### config.mk
export PLATFORM = sky130hd
export DESIGN_NAME = ram_test_engine
export DESIGN_NICKNAME = d
export VERILOG_FILES = /design/src/rtl/ram_test_engine.sv
export SDC_FILE = /design/constraint.sdc
export NUM_CORES = 1
export LEC_CHECK = 0
export ABC_AREA = 1
export CORE_MARGIN = 5
export CORE_UTILIZATION = 35
export DETAILED_ROUTE_END_ITERATION = 16
export GPL_TIMING_DRIVEN = 0
export PLACE_DENSITY_LB_ADDON = 0.15
export SYNTH_ARGS = -nofsm -noshare
export SYNTH_HDL_FRONTEND = slang
export SYNTH_SLANG_ARGS = --single-unit
### constraint.sdc
create_clock -name sys_clk -period 2.5 [get_ports sys_clk]
set_clock_uncertainty 0.15 [all_clocks]
set_input_delay 0.75 -clock sys_clk [delete_from_list [all_inputs] [get_ports sys_clk]]
set_output_delay 0.75 -clock sys_clk [all_outputs]
set_load 0.05 [all_outputs]
### src/rtl/ram_test_engine.sv
// External-SRAM sweep tester: writes a selectable pattern over the whole address
// space and/or reads it back, counting mismatches and capturing the first bad address.
module ram_test_engine #(
   parameter int ADDR_W   = 14,
   parameter int DATA_W   = 8,
   parameter int ERR_W    = 16,
   parameter int WAIT_CYC = 1
) (
   input  logic              sys_clk,
   input  logic              all_clear_n,
   input  logic              start,
   input  logic              abort,
   input  logic [1:0]        mode,
   input  logic [1:0]        pattern_sel,
   input  logic [DATA_W-1:0] seed,
   input  logic [DATA_W-1:0] ram_data_in,
   output logic              ram_ce,
   output logic              ram_we,
   output logic              dir_ram,
   output logic [ADDR_W-1:0] ram_adr,
   output logic [DATA_W-1:0] ram_data_out,
   output logic              ready,
   output logic              done,
   output logic [ERR_W-1:0]  err_count,
   output logic [ADDR_W-1:0] first_err_adr,
   output logic              first_err_valid
);

   typedef enum logic [2:0] {IDLE, SETUP, ACCESS, NEXT, FINISH} state_t;

   typedef struct packed {
      logic              two_pass;
      logic [1:0]        pat;
      logic [DATA_W-1:0] seed;
   } cfg_t;

   state_t            state, state_nxt;
   cfg_t              cfg;
   logic              wr_ph;
   logic [3:0]        wait_cnt;
   logic [DATA_W-1:0] rd_data;
   logic [DATA_W-1:0] adr_ext;
   logic [DATA_W-1:0] exp_data;
   logic              last_adr, last_wait, mismatch, in_sweep;

   // Address-derived patterns take the low DATA_W address bits, zero-extended.
   if (ADDR_W >= DATA_W) begin : g_trunc
      assign adr_ext = ram_adr[DATA_W-1:0];
   end else begin : g_zext
      assign adr_ext = {{(DATA_W-ADDR_W){1'b0}}, ram_adr};
   end

   always_comb begin
      exp_data = cfg.seed;
      case (cfg.pat)
         2'd1:    exp_data = adr_ext;
         2'd2:    exp_data = ~adr_ext;
         2'd3:    exp_data = cfg.seed ^ {DATA_W{ram_adr[0]}};
         default: exp_data = cfg.seed;
      endcase
   end

   assign last_adr  = &ram_adr;
   assign last_wait = (wait_cnt == 4'(WAIT_CYC));
   assign mismatch  = (rd_data != exp_data);
   assign in_sweep  = (state == SETUP) || (state == ACCESS) || (state == NEXT);

   assign ram_ce       = (state == ACCESS);
   assign dir_ram      = wr_ph && in_sweep;
   assign ram_we       = dir_ram;
   assign ram_data_out = dir_ram ? exp_data : '0;
   assign ready        = (state == IDLE);
   assign done         = (state == FINISH);

   always_ff @(posedge sys_clk) begin
      if (!all_clear_n) state <= IDLE;
      else              state <= state_nxt;
   end

   always_comb begin
      state_nxt = state;
      case (state)
         IDLE:    if (start) state_nxt = SETUP;
         SETUP:   state_nxt = ACCESS;
         ACCESS:  if (last_wait) state_nxt = NEXT;
         NEXT:    state_nxt = (last_adr && !(wr_ph && cfg.two_pass)) ? FINISH : SETUP;
         FINISH:  state_nxt = IDLE;
         default: state_nxt = IDLE;
      endcase
      if (abort && state != IDLE) state_nxt = IDLE;
   end

   always_ff @(posedge sys_clk) begin
      if (!all_clear_n) begin
         cfg             <= '0;
         wr_ph           <= 1'b0;
         wait_cnt        <= '0;
         rd_data         <= '0;
         ram_adr         <= '0;
         err_count       <= '0;
         first_err_adr   <= '0;
         first_err_valid <= 1'b0;
      end else begin
         if (state == IDLE && start) begin
            cfg             <= '{two_pass: mode[1], pat: pattern_sel, seed: seed};
            wr_ph           <= (mode != 2'd1);
            ram_adr         <= '0;
            err_count       <= '0;
            first_err_adr   <= '0;
            first_err_valid <= 1'b0;
         end
         if (state == SETUP) wait_cnt <= '0;
         if (state == ACCESS) begin
            wait_cnt <= wait_cnt + 4'd1;
            if (last_wait && !wr_ph) rd_data <= ram_data_in;
         end
         // Abort on the NEXT cycle freezes results and address where they are.
         if (state == NEXT && !abort) begin
            if (!wr_ph && mismatch) begin
               if (err_count != '1) err_count <= err_count + ERR_W'(1);
               if (!first_err_valid) begin
                  first_err_adr   <= ram_adr;
                  first_err_valid <= 1'b1;
               end
            end
            if (!last_adr) begin
               ram_adr <= ram_adr + ADDR_W'(1);
            end else if (wr_ph && cfg.two_pass) begin
               ram_adr <= '0;
               wr_ph   <= 1'b0;
            end
         end
      end
   end

endmodule

Yosys cells after proc, flatten, opt, wreduce, memory -nomap -nowiden. Index checks and enable logic that the tools add are counted.

Bits in registers: 72. Output and inout port bits: 58. Logic and storage cells: 78. Bits of input ports: 24.

Bitwise logic cells: 3. Equality and inequality tests: 13. Multiplexer cells: 28. Reduce and logical (&&, ||, !) cells: 20. Add/sub/neg operators: 3.

Operators with widths (number): 14-bit 2-to-1 mux (8); 16-bit 2-to-1 mux (4); 8-bit case mux with 3 select lines (1); 16-bit by 1-bit adder with 16-bit output (second input constant) (1); 16-bit inequality test (second input constant) (1); 14-bit by 1-bit adder with 14-bit output (second input constant) (1); 14-bit AND reduction (1); 3-bit case mux with 4 select lines (1); 3-bit 2-to-1 mux (3); 1-bit logical AND (8); 1-bit 2-to-1 mux (8); 4-bit 2-to-1 mux (2); 8-bit 2-to-1 mux (1); 8-bit inequality test (1); 8-bit inverter (1); 8-bit XOR (1); 3-bit by 2-bit == test with 1-bit output (second input constant) (2); 4-bit by 1-bit adder with 4-bit output (second input constant) (1); 2-bit == test (second input constant) (2); 4-bit by 1-bit == test with 1-bit output (second input constant) (1); 2-bit by 1-bit inequality test with 1-bit output (second input constant) (2); 2-bit AND reduction (2); 3-bit by 1-bit == test with 1-bit output (second input constant) (1); 3-bit == test (second input constant) (1); other kinds (9) (12).

Logic depth before layout (Yosys ltp).
Depth in word-level cells: 6. Depth in mapped cells: 16. Mapped depth without buffers: 15.

Worst setup path before layout. Ideal clock, no wire load.

Path kind: register to output. Start point: reg wr_ph. End point: out ram_data_out[0]. Path slack: -1.249 ns. Buffers on the path: 0. Arrival: 2.849 ns. Data required time: 1.600 ns. Cell stages (with the launch flop): 5. Path through: dfxtp_1 inv_1 nor3_1 inv_1 a21oi_1.

Cells in the longest elaborated chain, start to end: 2.

Ends and longest elaborated chain: start, declared (RTL line 39) `logic wr_ph;`; start signal, assigned (RTL line 106) `wr_ph <= (mode != 2'd1);`; 1-bit logical AND (RTL line 69) `assign dir_ram = wr_ph && in_sweep;`; net dir_ram (RTL line 19) `output logic dir_ram,`; 8-bit 2-to-1 mux (RTL line 71) `assign ram_data_out = dir_ram ? exp_data : '0;`; end, declared (RTL line 21) `output logic [DATA_W-1:0] ram_data_out,`.

The timed path passes the listed nets, and every way through them passes these cells.

Worst setup path after layout.
Start point: reg ram_adr[9]. End point: out ram_adr[9].

RTL lines: start, declared (RTL line 20) `output logic [ADDR_W-1:0] ram_adr,`; start signal, assigned (RTL line 127) `ram_adr <= ram_adr + ADDR_W'(1);`.

No word-level cell between the ends.

==> flow_summary.json <==
{
  "cts_tree": "yes",
  "cts_made_buffers": 9,
  "hold_slack_ps": 328,
  "finalCritPeriodShare_pct": 98.6,
  "worstSkewPairLatency_ps": 340,
  "grt_first_pass_wirelength_mm": 20.7,
  "htree_num_levels": 3,
  "cp.depth": 1,
  "worstPathRequired_ps": 1600,
  "timing.rr.start": "ram_adr[1]",
  "die_h_microns": 117,
  "async_flop_share_pct": 0,
  "fin_crit_ps": 2460,
  "power_density_nw_per_um2": 677,
  "wl_per_cell_microns": 14.3,
  "dp_slack_ps": -287,
  "ys_seq_area_share_pct": 35.7,
  "drv_cap": 0,
  "final_nets": 760,
  "synth_edf_count": 0,
  "internal_power_mw": 2.48,
  "routed_via_density": 4.93,
  "leakage_nw": 2.58,
  "worstPathCellList": "clkdlybuf4s50_1",
  "reg2regPathDepth": 14,
  "rrSetupSlack_ps": 230,
  "postRouteWirelength_mm": 12.6,
  "io_buffers": 80,
  "hold_depth": 2,
  "final_cells": 880,
  "core_sq_um": 11400,
  "cts.sinks": 72,
  "drt_first_iter_violations": 250,
  "status": "complete, no violations",
  "dp_cells": 863,
  "tightestPinTransition_ps": 564,
  "hp-class": "flop to flop",
  "slowest_delay_ps": 830,
  "final_max_slew_viol_count": 0,
  "grt_overflow": 0,
  "path_buf_inv": 1,
  "num_antenna_cells": 0,
  "cts-root-buf": "clkbuf_16",
  "drive_gt1_share_pct": 11.5,
  "p_sw_mw": 1.19,
  "hold_buffers": 0,
  "critPathLaunchType": "flop",
  "firstDrtPassIters": 4,
  "syn_to_final_growth_pct": 34.5,
  "hold_violations": 0,
  "track_usage_pct": 18.1,
  "place_congestion": 0.892,
  "synth_seq_cells": 72,
  "syn-num-nets": 668,
  "dieArea_sq_um": 13800,
  "clock_path_buffers": 2,
  "grt_max_degree": 14,
  "crit_fanout": 4,
  "vias": 4338,
  "worstSetupPathType": "flop to output pin",
  "max_freq_mhz": 406,
  "clkPwrFrac_pct": 41.7,
  "min_from": "rd_data[7]",
  "drcViolationCount": 0,
  "ys.flop_type": "dfxtp_1",
  "hpwl_mm": 9.31,
  "vdd_drop_max_v": 0.000282,
  "initial_core_util_pct": 35.5,
  "end_kind": "output pin",
  "die_w_microns": 117,
  "antenna_found_initial": 0,
  "fin_ws_ps": 35.6,
  "path_delay_family": "buffers and inverters",
  "synth_cell_types": 38,
  "fillers": 1177,
  "p_seq_share_pct": 34.6,
  "netSwitchingFraction_pct": 32.4,
  "ys_warn_count": 0,
  "whs_endpoint": "rd_data[7]",
  "reg2reg_to": "ram_adr[11]",
  "synth_area_sq_um": 4040,
  "critPathSlowestCell": "clkdlybuf4s50_1",
  "cts.clk_slew.worst_paths_ps": 60,
  "arrival_ps": 1560,
  "combPwrFrac_pct": 23.7,
  "num_rows": 39,
  "place_area_sq_um": 5050,
  "syn_inst": 640,
  "io_pins": 82,
  "relSlewSlack_pct": 62.4,
  "syn_avg_cell_area_sq_um": 6.31,
  "setup_viol": 0,
  "final_cell_area_sq_um": 5430,
  "ant_nets": 0,
  "grt_pass1_vias": 4176
}
## sequential cells by signal, indices dropped and copies added, names as in the netlist
signal           cells
err_count           16
wr_ph                1
ram_adr             14
wait_cnt             4
first_err_adr       14
state                3
first_err_valid      1
rd_data              8
cfg                 11
## through the flow
step / setup TNS, ps / total power, mW / utilization, %
after detailed placement: -7370 / 2.17 / 44.4
final: 0 / 3.67 / 47.7
after global routing: -4.97 / 3.86 / 47.7
after global placement: -6970 / 2.15 / 44.4
after CTS: 0 / 3.68 / 47.2
after floorplan: -895 / 1.90 / -
## power groups by stage
stage | Clock [mW] | Sequential, mW | Combinational [mW]
floorplan | 0 | 1.33 | 0.567
detailed placement | 0 | 1.29 | 0.878
finish | 1.53 | 1.27 | 0.871
global placement | 0 | 1.29 | 0.862
CTS | 1.55 | 1.27 | 0.868
global route | 1.61 | 1.28 | 0.965
## repair_timing
item	in CTS	in global routing
gates resized for setup	78	37
setup buffers	0	1
endpoints found under the setup margin	29	65
pin swaps	0	1
## area by class of cell
type                            count  area (sq um)  area share, %
Sequential cell                    72          1450           26.7
Buffer                             25           130           2.40
Timing Repair Buffer               81           767           14.1
Tap cell                          143           179           3.30
Inverter                           75           289           5.33
Clock inverter                      6           115           2.12
Clock buffer                       10           239           4.40
Multi-Input combinational cell    468          2260           41.6
## synth_stat cells (all sizes together), types with 2 or more instances
cell type | n | area (sq um)
nand2 | 211 | 807
nor2 | 92 | 373
inv | 73 | 274
dfxtp | 72 | 1440
a21oi | 46 | 230
nand3 | 32 | 188
o21ai | 31 | 155
nand4 | 17 | 113
buf | 13 | 75.1
xor2 | 13 | 114
clkbuf | 12 | 45.0
nor3 | 8 | 51.3
ha | 4 | 50.1
nand3b | 4 | 30.0
clkinv | 2 | 12.5
xnor2 | 2 | 17.5
## cells in the final DEF (no fill, tap or decap), drive strengths merged, types with 21 or more instances in the layout
cell	count
nand2	211
nor2	92
a21oi	46
nand3	32
o21ai	31
inv	74
dfxtp	72
clkbuf	27
buf	21
clkdlybuf4s50	45
## worst max path at each step
stage	from	end	slack, ps
3_3_place_gp	wr_ph	ram_data_out[0]	-290
4_1_cts	wr_ph	ram_data_out[3]	3
6_report	ram_adr[9]	ram_adr[9]	40
3_5_place_dp	wr_ph	ram_data_out[0]	-290
2_1_floorplan	wr_ph	ram_data_out[0]	-140
5_1_grt	state[1]	ram_data_out[5]	-5
## kinds of logic after synthesis
group,Yosys count,synth area share [%]
xor+xnor,15,3.25
simple gates,367,39.2
fa+ha+maj,4,1.24
compound gates,82,10.5
buf+inv,100,10.1
flops,72,35.7
## per-layer routing
metal	global-route usage (%)	share of wire, %	vias to the layer above
met5	0	0	-
met4	6.67	1.9	0
met3	3.71	5.4	16
met2	29.1	45	114
met1	24.0	48	2002
li1	-	-	2206
Note: power is estimated with default switching activity, not from simulation.
